File: src/rtl/tx_fifo_arbiter.sv
// Round-robin drain of two sources' c0/c1/c2 Tx FIFOs onto one registered CCI-P Tx port.
// Optional per-source issue counters are enabled with `define TX_ARB_STATS_EN.

package tx_fifo_arbiter_pkg;
  typedef struct packed {
    logic [15:0] hdr;
    logic        valid;
  } t_if_ccip_c0_Tx;

  typedef struct packed {
    logic [15:0] hdr;
    logic [31:0] data;
    logic        valid;
  } t_if_ccip_c1_Tx;

  typedef struct packed {
    logic [7:0]  hdr;
    logic        mmioRdValid;
    logic [31:0] data;
  } t_if_ccip_c2_Tx;

  typedef struct packed {
    t_if_ccip_c0_Tx c0;
    t_if_ccip_c1_Tx c1;
    t_if_ccip_c2_Tx c2;
  } t_if_ccip_Tx;
endpackage

module tx_fifo_arbiter
  import tx_fifo_arbiter_pkg::*;
#(
  parameter int unsigned PRIORITY_SRC = 0,
  parameter int unsigned STAT_WIDTH   = 32
) (
  input  logic                      clk,
  input  logic                      reset,
  input  logic                      in_s0_c0_notEmpty,
  input  t_if_ccip_c0_Tx            in_s0_c0_first,
  output logic                      out_s0_c0_deq_en,
  input  logic                      in_s1_c0_notEmpty,
  input  t_if_ccip_c0_Tx            in_s1_c0_first,
  output logic                      out_s1_c0_deq_en,
  input  logic                      in_s0_c1_notEmpty,
  input  t_if_ccip_c1_Tx            in_s0_c1_first,
  output logic                      out_s0_c1_deq_en,
  input  logic                      in_s1_c1_notEmpty,
  input  t_if_ccip_c1_Tx            in_s1_c1_first,
  output logic                      out_s1_c1_deq_en,
  input  logic                      in_s0_c2_notEmpty,
  input  t_if_ccip_c2_Tx            in_s0_c2_first,
  output logic                      out_s0_c2_deq_en,
  input  logic                      in_s1_c2_notEmpty,
  input  t_if_ccip_c2_Tx            in_s1_c2_first,
  output logic                      out_s1_c2_deq_en,
  input  logic                      in_c0TxAlmFull,
  input  logic                      in_c1TxAlmFull,
  output t_if_ccip_Tx               out_TxPort,
  output logic [2*STAT_WIDTH-1:0]   out_stat_c0_cnt,
  output logic [2*STAT_WIDTH-1:0]   out_stat_c1_cnt,
  output logic [2*STAT_WIDTH-1:0]   out_stat_c2_cnt
);

  localparam logic PRIO = 1'(PRIORITY_SRC);

  // Bit N of each vector refers to channel cN; lastGnt[N]=1 means source 1 won last.
  logic [2:0] chOpen;
  logic [2:0] req0, req1;
  logic [2:0] gnt0, gnt1;
  logic [2:0] lastGnt;
  t_if_ccip_Tx nxtTx;

  // Same-cycle eligibility and round-robin grant
  always_comb begin
    chOpen = {1'b1, ~in_c1TxAlmFull, ~in_c0TxAlmFull};
    req0   = {in_s0_c2_notEmpty, in_s0_c1_notEmpty, in_s0_c0_notEmpty} & chOpen & {3{~reset}};
    req1   = {in_s1_c2_notEmpty, in_s1_c1_notEmpty, in_s1_c0_notEmpty} & chOpen & {3{~reset}};
    gnt0   = req0 & (~req1 | lastGnt);
    gnt1   = req1 & (~req0 | ~lastGnt);
  end

  assign out_s0_c0_deq_en = gnt0[0];
  assign out_s0_c1_deq_en = gnt0[1];
  assign out_s0_c2_deq_en = gnt0[2];
  assign out_s1_c0_deq_en = gnt1[0];
  assign out_s1_c1_deq_en = gnt1[1];
  assign out_s1_c2_deq_en = gnt1[2];

  always_ff @(posedge clk) begin
    if (reset) lastGnt <= {3{~PRIO}};
    else       lastGnt <= gnt1 | (lastGnt & ~(gnt0 | gnt1));
  end

  // Idle channels load zero so no stale payload lingers on the port
  always_comb begin
    nxtTx = '0;
    if (gnt0[0] | gnt1[0]) begin
      nxtTx.c0       = gnt1[0] ? in_s1_c0_first : in_s0_c0_first;
      nxtTx.c0.valid = 1'b1;
    end
    if (gnt0[1] | gnt1[1]) begin
      nxtTx.c1       = gnt1[1] ? in_s1_c1_first : in_s0_c1_first;
      nxtTx.c1.valid = 1'b1;
    end
    if (gnt0[2] | gnt1[2]) begin
      nxtTx.c2             = gnt1[2] ? in_s1_c2_first : in_s0_c2_first;
      nxtTx.c2.mmioRdValid = 1'b1;
    end
  end

  always_ff @(posedge clk) begin
    if (reset) out_TxPort <= '0;
    else       out_TxPort <= nxtTx;
  end

`ifdef TX_ARB_STATS_EN
  logic [2:0][1:0][STAT_WIDTH-1:0] statCnt;

  always_ff @(posedge clk) begin
    if (reset) begin
      statCnt <= '0;
    end else begin
      for (int n = 0; n < 3; n++) begin
        if (gnt0[n]) statCnt[n][0] <= statCnt[n][0] + STAT_WIDTH'(1);
        if (gnt1[n]) statCnt[n][1] <= statCnt[n][1] + STAT_WIDTH'(1);
      end
    end
  end

  assign out_stat_c0_cnt = {statCnt[0][1], statCnt[0][0]};
  assign out_stat_c1_cnt = {statCnt[1][1], statCnt[1][0]};
  assign out_stat_c2_cnt = {statCnt[2][1], statCnt[2][0]};
`else
  assign out_stat_c0_cnt = '0;
  assign out_stat_c1_cnt = '0;
  assign out_stat_c2_cnt = '0;
`endif

endmodule

File: config.mk
export PLATFORM = sky130hd
export DESIGN_NAME = tx_fifo_arbiter
export DESIGN_NICKNAME = d
export VERILOG_FILES = /design/src/rtl/tx_fifo_arbiter.sv
export SDC_FILE = /design/constraint.sdc
export NUM_CORES = 1
export LEC_CHECK = 0
export ABC_AREA = 1
export ABC_CLOCK_PERIOD_IN_PS = 1150
export BUFFER_PORTS_ARGS = -buffer_cell sky130_fd_sc_hd__buf_2
export CORE_AREA = 3 3 202 204
export DETAILED_ROUTE_END_ITERATION = 7
export DIE_AREA = 0 0 205 207
export SLEW_MARGIN = 20
export SYNTH_ARGS = -nofsm -noshare
export SYNTH_HDL_FRONTEND = slang
export SYNTH_SLANG_ARGS = --single-unit
File: constraint.sdc
create_clock -name clk -period 1.15 [get_ports clk]
set_clock_uncertainty 0.2 [all_clocks]
set_input_delay 0.115 -clock clk [delete_from_list [all_inputs] [get_ports clk]]
set_output_delay 0.115 -clock clk [all_outputs]
set_load 0.02 [all_outputs]
# Yosys cells after proc, flatten, opt, wreduce, memory -nomap -nowiden
# Cells that the tools add are included.
# totals
register_bits,110
latch_bits,0
ramBits,0
rom_bits,0
input_bits,224
wordCells,42
memories,0
# op_classes
add_sub_neg,0
n_mul,0
n_div,0
n_lt_le_gt_ge,0
eq_ne,0
n_shift,0
mux,6
bitwise_logic,24
n_reduce_logical,3
# ops
cell,n
$mux 49,1
$mux 41,1
$mux 33,1
$and 3x3->3,7
$mux 17,1
$not 3->3,4
$or 3x3->3,4
$not 1->1,6
$reduce_or 2->1,3
$or 1x1->1,3
$mux 1,2

# Logic depth before layout (Yosys ltp)
# depth
ltp_word,10
depth_mapped,7
ltp_nobuf,5

# Worst setup path before layout
# No wires, ideal clock.
# synth_timing
kind,register to register
start,register lastGnt[1]
end,register out_TxPort[51] (netlist bit)
setup_ns,0.113
arrival_ns,0.956
t_required_ns,0.837
path_slack_ns,-0.120
path_stages_with_launch,7
n_path_buf,2
path_cell_list,dfxtp_1 > nand2_1 > nand3_2 > buf_4 > buf_6 > nand3_1 > nand2_1
# synth_between
elab_chain_cells,6
elab_cells_between_ends,9
cone_classes,mux: 1; bitwise: 7; reduce/logical: 1
# synth_lines
element,line_no,rtl
from (decl),69,logic [2:0] lastGnt;
from (signal assigned),89,if (reset) lastGnt <= {3{~PRIO}};
from (signal assigned),90,else lastGnt <= gnt1 | (lastGnt & ~(gnt0 | gnt1));
$not 3->3,78,gnt1 = req1 & (~req0 | ~lastGnt);
$or 3x3->3,78,
$and 3x3->3,78,
$or 1x1->1,100,if (gnt0[1] | gnt1[1]) begin
$not 1->1 (no line),n/a,
$reduce_or 2->1 (no line),n/a,
to (signal assigned),112,else out_TxPort <= nxtTx;
to (decl),57,"output t_if_ccip_Tx out_TxPort,"
# Parallel ways exist; a longest one is shown, timed or not.
# A chain may end at the register's enable or synchronous reset.

# Final worst setup path
# layout_timing
start,register lastGnt[1]
end,output port out_s0_c1_deq_en
# layout_between
elab_chain_cells,2
# layout_lines
element,line_no,rtl
$or 3x3->3,77,gnt0 = req0 & (~req1 | lastGnt);
$and 3x3->3,77,
to (decl),45,"output logic out_s0_c1_deq_en,"
# No other way between the ends.

==> metrics.md <==
| Metric | Value |
|---|---|
| Outcome | finished, violations left |
| Failing checks | negative hold slack, negative setup slack |
| Initial DRC count | 467 |
| Worst-Skew Late Latency | 0.38 ns |
| Die Span X | 205 microns |
| Met2 WL | 14,900 microns |
| Clk sink count | 110 |
| CTS buffer count | 9 |
| Initial antenna violation count | 9 |
| Layout area overhead | 113.2% |
| CP Capture Point | out_s0_c1_deq_en |
| Layout cells sized above 1 | 48.93% |
| CTS tree | done |
| Starting density of the core | 14.67% |
| Drt wl/cell | 16.12 microns |
| Synth top area share | 38.04% |
| CP startpoint kind | flop |
| CP endpoint kind | output pin |
| Worst-path clk slew | 0.08 ns |
| Max_cap viols | 0 |
| Max IR drop VDD | 0.9933 mV |
| Area leader, netlist | dfxtp_1 |
| Max-slew violations | 0 |
| PD cells | 941.4 nW/um^2 |
| Top sig layer | met5 |
| F_max | 0.6302 GHz |
| Critical Path Fanout Max | 2 |
| CTS root buf | clkbuf_16 |
| Vias in the first global route | 7,347 |
| Least-Margin Pin Slew | 0.5742 ns |
| Final GP Congestion | 0.7609 |
| CTS H-tree lvls | 3 |
| Die area | 42,440 sq um |
| Die Ht | 207 microns |
| Register area share after synthesis | 38.04% |
| Wire length of the first global-routing pass | 42,330 microns |
| Pleak | 0.006054 uW |
| Post-detail-place hpwl | 16,490 microns |
| Filler cell count | 3,870 |
| Period utilisation layout | 138.0% |
| First drt pass iteration count | 5 |
| Post-DRT Antenna Nets | 0 |
| Met3 routed WL | 3066 microns |
| Worst slack at placement | -0.3050 ns |
| Clock buffer depth | 2 |
| RSZ-0062 raised after global routing | yes |
| Placed cells | 1,610 |
| Row count | 73 |
| Syn avg cell area | 7.558 sq um |
| Nets | 1,578 |
| Reg-to-Reg Start | lastGnt[2] |
| I/O Buffers | 330 |
| Slew margin rel. | 61.58% |
| WS Path Type | reg -> out |
| CP Launch Point | lastGnt[1] |
| Synthesized cell area | 5789 sq um |
| WHS | -0.1843 ns |
| GRT Total Usage | 13.19% |
| Drc violations | 0 |
| IO Pins | 529 |
| Hold buffers post-CTS | 208 |
| Setup Viol. Count Final | 137 |
| Synth cell types | 22 |
| Synth Warn # | 0 |
| Met1 wire length | 10,810 microns |
| Synthesized flop and latch total | 110 |
| HP Class | in -> reg |
| Grt ovf | 0 |
| Post-layout util | 31.28% |
| Tmin final | 1.587 ns |
| Slack of the critical path | -0.4367 ns |
| Final hold vios | 3 |
| Non-Filler Instances | 1,890 |
| CP arrival | 1.27 ns |
| Worst R2R End | out_TxPort[1] |
| Vias per inst | 3.761 |
| Vias | 7,108 |
| Worst Reg-to-Reg Cells | 9 |
| Synth top area cells | dfxtp_1 (38%), buf_4 (26%), nand2_1 (12%) |
| R2R setup slack | -0.35 ns |
| Core region area | 39,460 sq um |
| Wirelength, routed | 30,470 microns |
| Mapped Cells | 766 |
| Setup TNS | -23.35 ns |
| Largest net degree at the start of global routing | 42 |
| CP required | 0.83 ns |
[cell usage in the layout (no fill, tap or decap), types with 11 or more instances in the layout]
master	Yosys	final
dfxtp_2	0	110
nand3_1	66	14
nand4_1	13	13
nand2_1	179	143
buf_2	19	217
buf_16	0	12
nand2_2	1	30
dlygate4sd3_1	0	208
conb_1	1	192
inv_1	31	29
nand3_2	2	46
nor2_4	1	23
buf_12	0	24
nor2_2	1	11
nand3b_1	42	42
nor2_1	82	50
buf_4	200	16
clkbuf_16	0	11
buf_6	2	127
[registers in the layout, summed over array words and instances, names as in the netlist]
signal / cells
out_TxPort: 107
lastGnt: 3
[synth_stat cells]
library cell,count
dfxtp_1,110
o21ai_0,2
nor2_8,1
conb_1,1
inv_1,31
buf_2,19
nand2_1,179
nand2_2,1
buf_4,200
inv_2,3
nand3b_1,42
nor2_1,82
and2_1,1
nor3b_4,1
nand4_1,13
nor2_2,1
a21oi_1,1
nand3_2,2
nor2_4,1
buf_6,2
nand3_1,66
clkbuf_1,7
[worst min path at each step]
stage,slack [ns],cells after the start,to,from
floorplan,0.02,1,lastGnt[2],in_s0_c2_notEmpty
global placement,0.11,3,out_TxPort[88],in_s1_c1_first[47]
global route,-0.18,3,lastGnt[2],in_s1_c2_notEmpty
detailed placement,0.11,3,out_TxPort[46],in_s1_c1_first[5]
CTS,-0.21,3,lastGnt[2],in_s1_c2_notEmpty
finish,-0.18,3,lastGnt[2],in_s1_c2_notEmpty
[where the power goes]
part           leakage [uW]  switching [uW]  internal (uW)
registers          0.000944             142           4100
clock network      0.000159            1730           1770
logic               0.00495            2060           1810
total               0.00605            3930           7680
[metal layers]
layer | vias up | track usage, %
met5 | - | 0
met4 | 6 | 8.508
met3 | 104 | 4.589
met2 | 544 | 22.83
met1 | 3268 | 13.41
li1 | 3186 | -
[critical path, stage by stage (launching register included)]
cell	delay (ns)
dfxtp_2	0.35
buf_6	0.11
nand3b_1	0.17
nand2_1	0.09
inv_1	0.05
buf_6	0.13
[metrics by stage]
step | power, uW | area (sq um)
CTS | 11610 | 12090
floorplan | 6121 | 6613
global placement | 6502 | 7586
global route | 12140 | 12340
detailed placement | 6520 | 7586
finish | 11620 | 12340
[logic make-up after synthesis]
group,Yosys count,synth area share (%)
AOI/OAI and AO/OA,3,0.2593
and+or+nand+nor,390,31.01
buffers and inverters,262,30.62
DFF,110,38.04
other,1,0.06477
[final cells by class]
type / count / area (sq um) / area share (%)
multi-input combinational: 585 / 3169 / 25.68
timing repair buffer: 614 / 5699 / 46.18
antenna: 6 / 15.01 / 0.1217
clock buffer: 9 / 225.2 / 1.825
sequential: 110 / 2340 / 18.96
clock inverter: 7 / 100.1 / 0.8111
inverter: 34 / 135.1 / 1.095
tap: 525 / 656.9 / 5.323
[repair_timing]
item | 4_1_cts | 5_1_grt
hold endpoints to repair | 107 | 3
gates resized for setup | 478 | 80
setup buffers | 35 | 10
setup endpoints to repair | 218 | 218
cloned | 16 | 2
pin swaps | 35 | 55
Note: power is estimated with default switching activity, not from simulation.
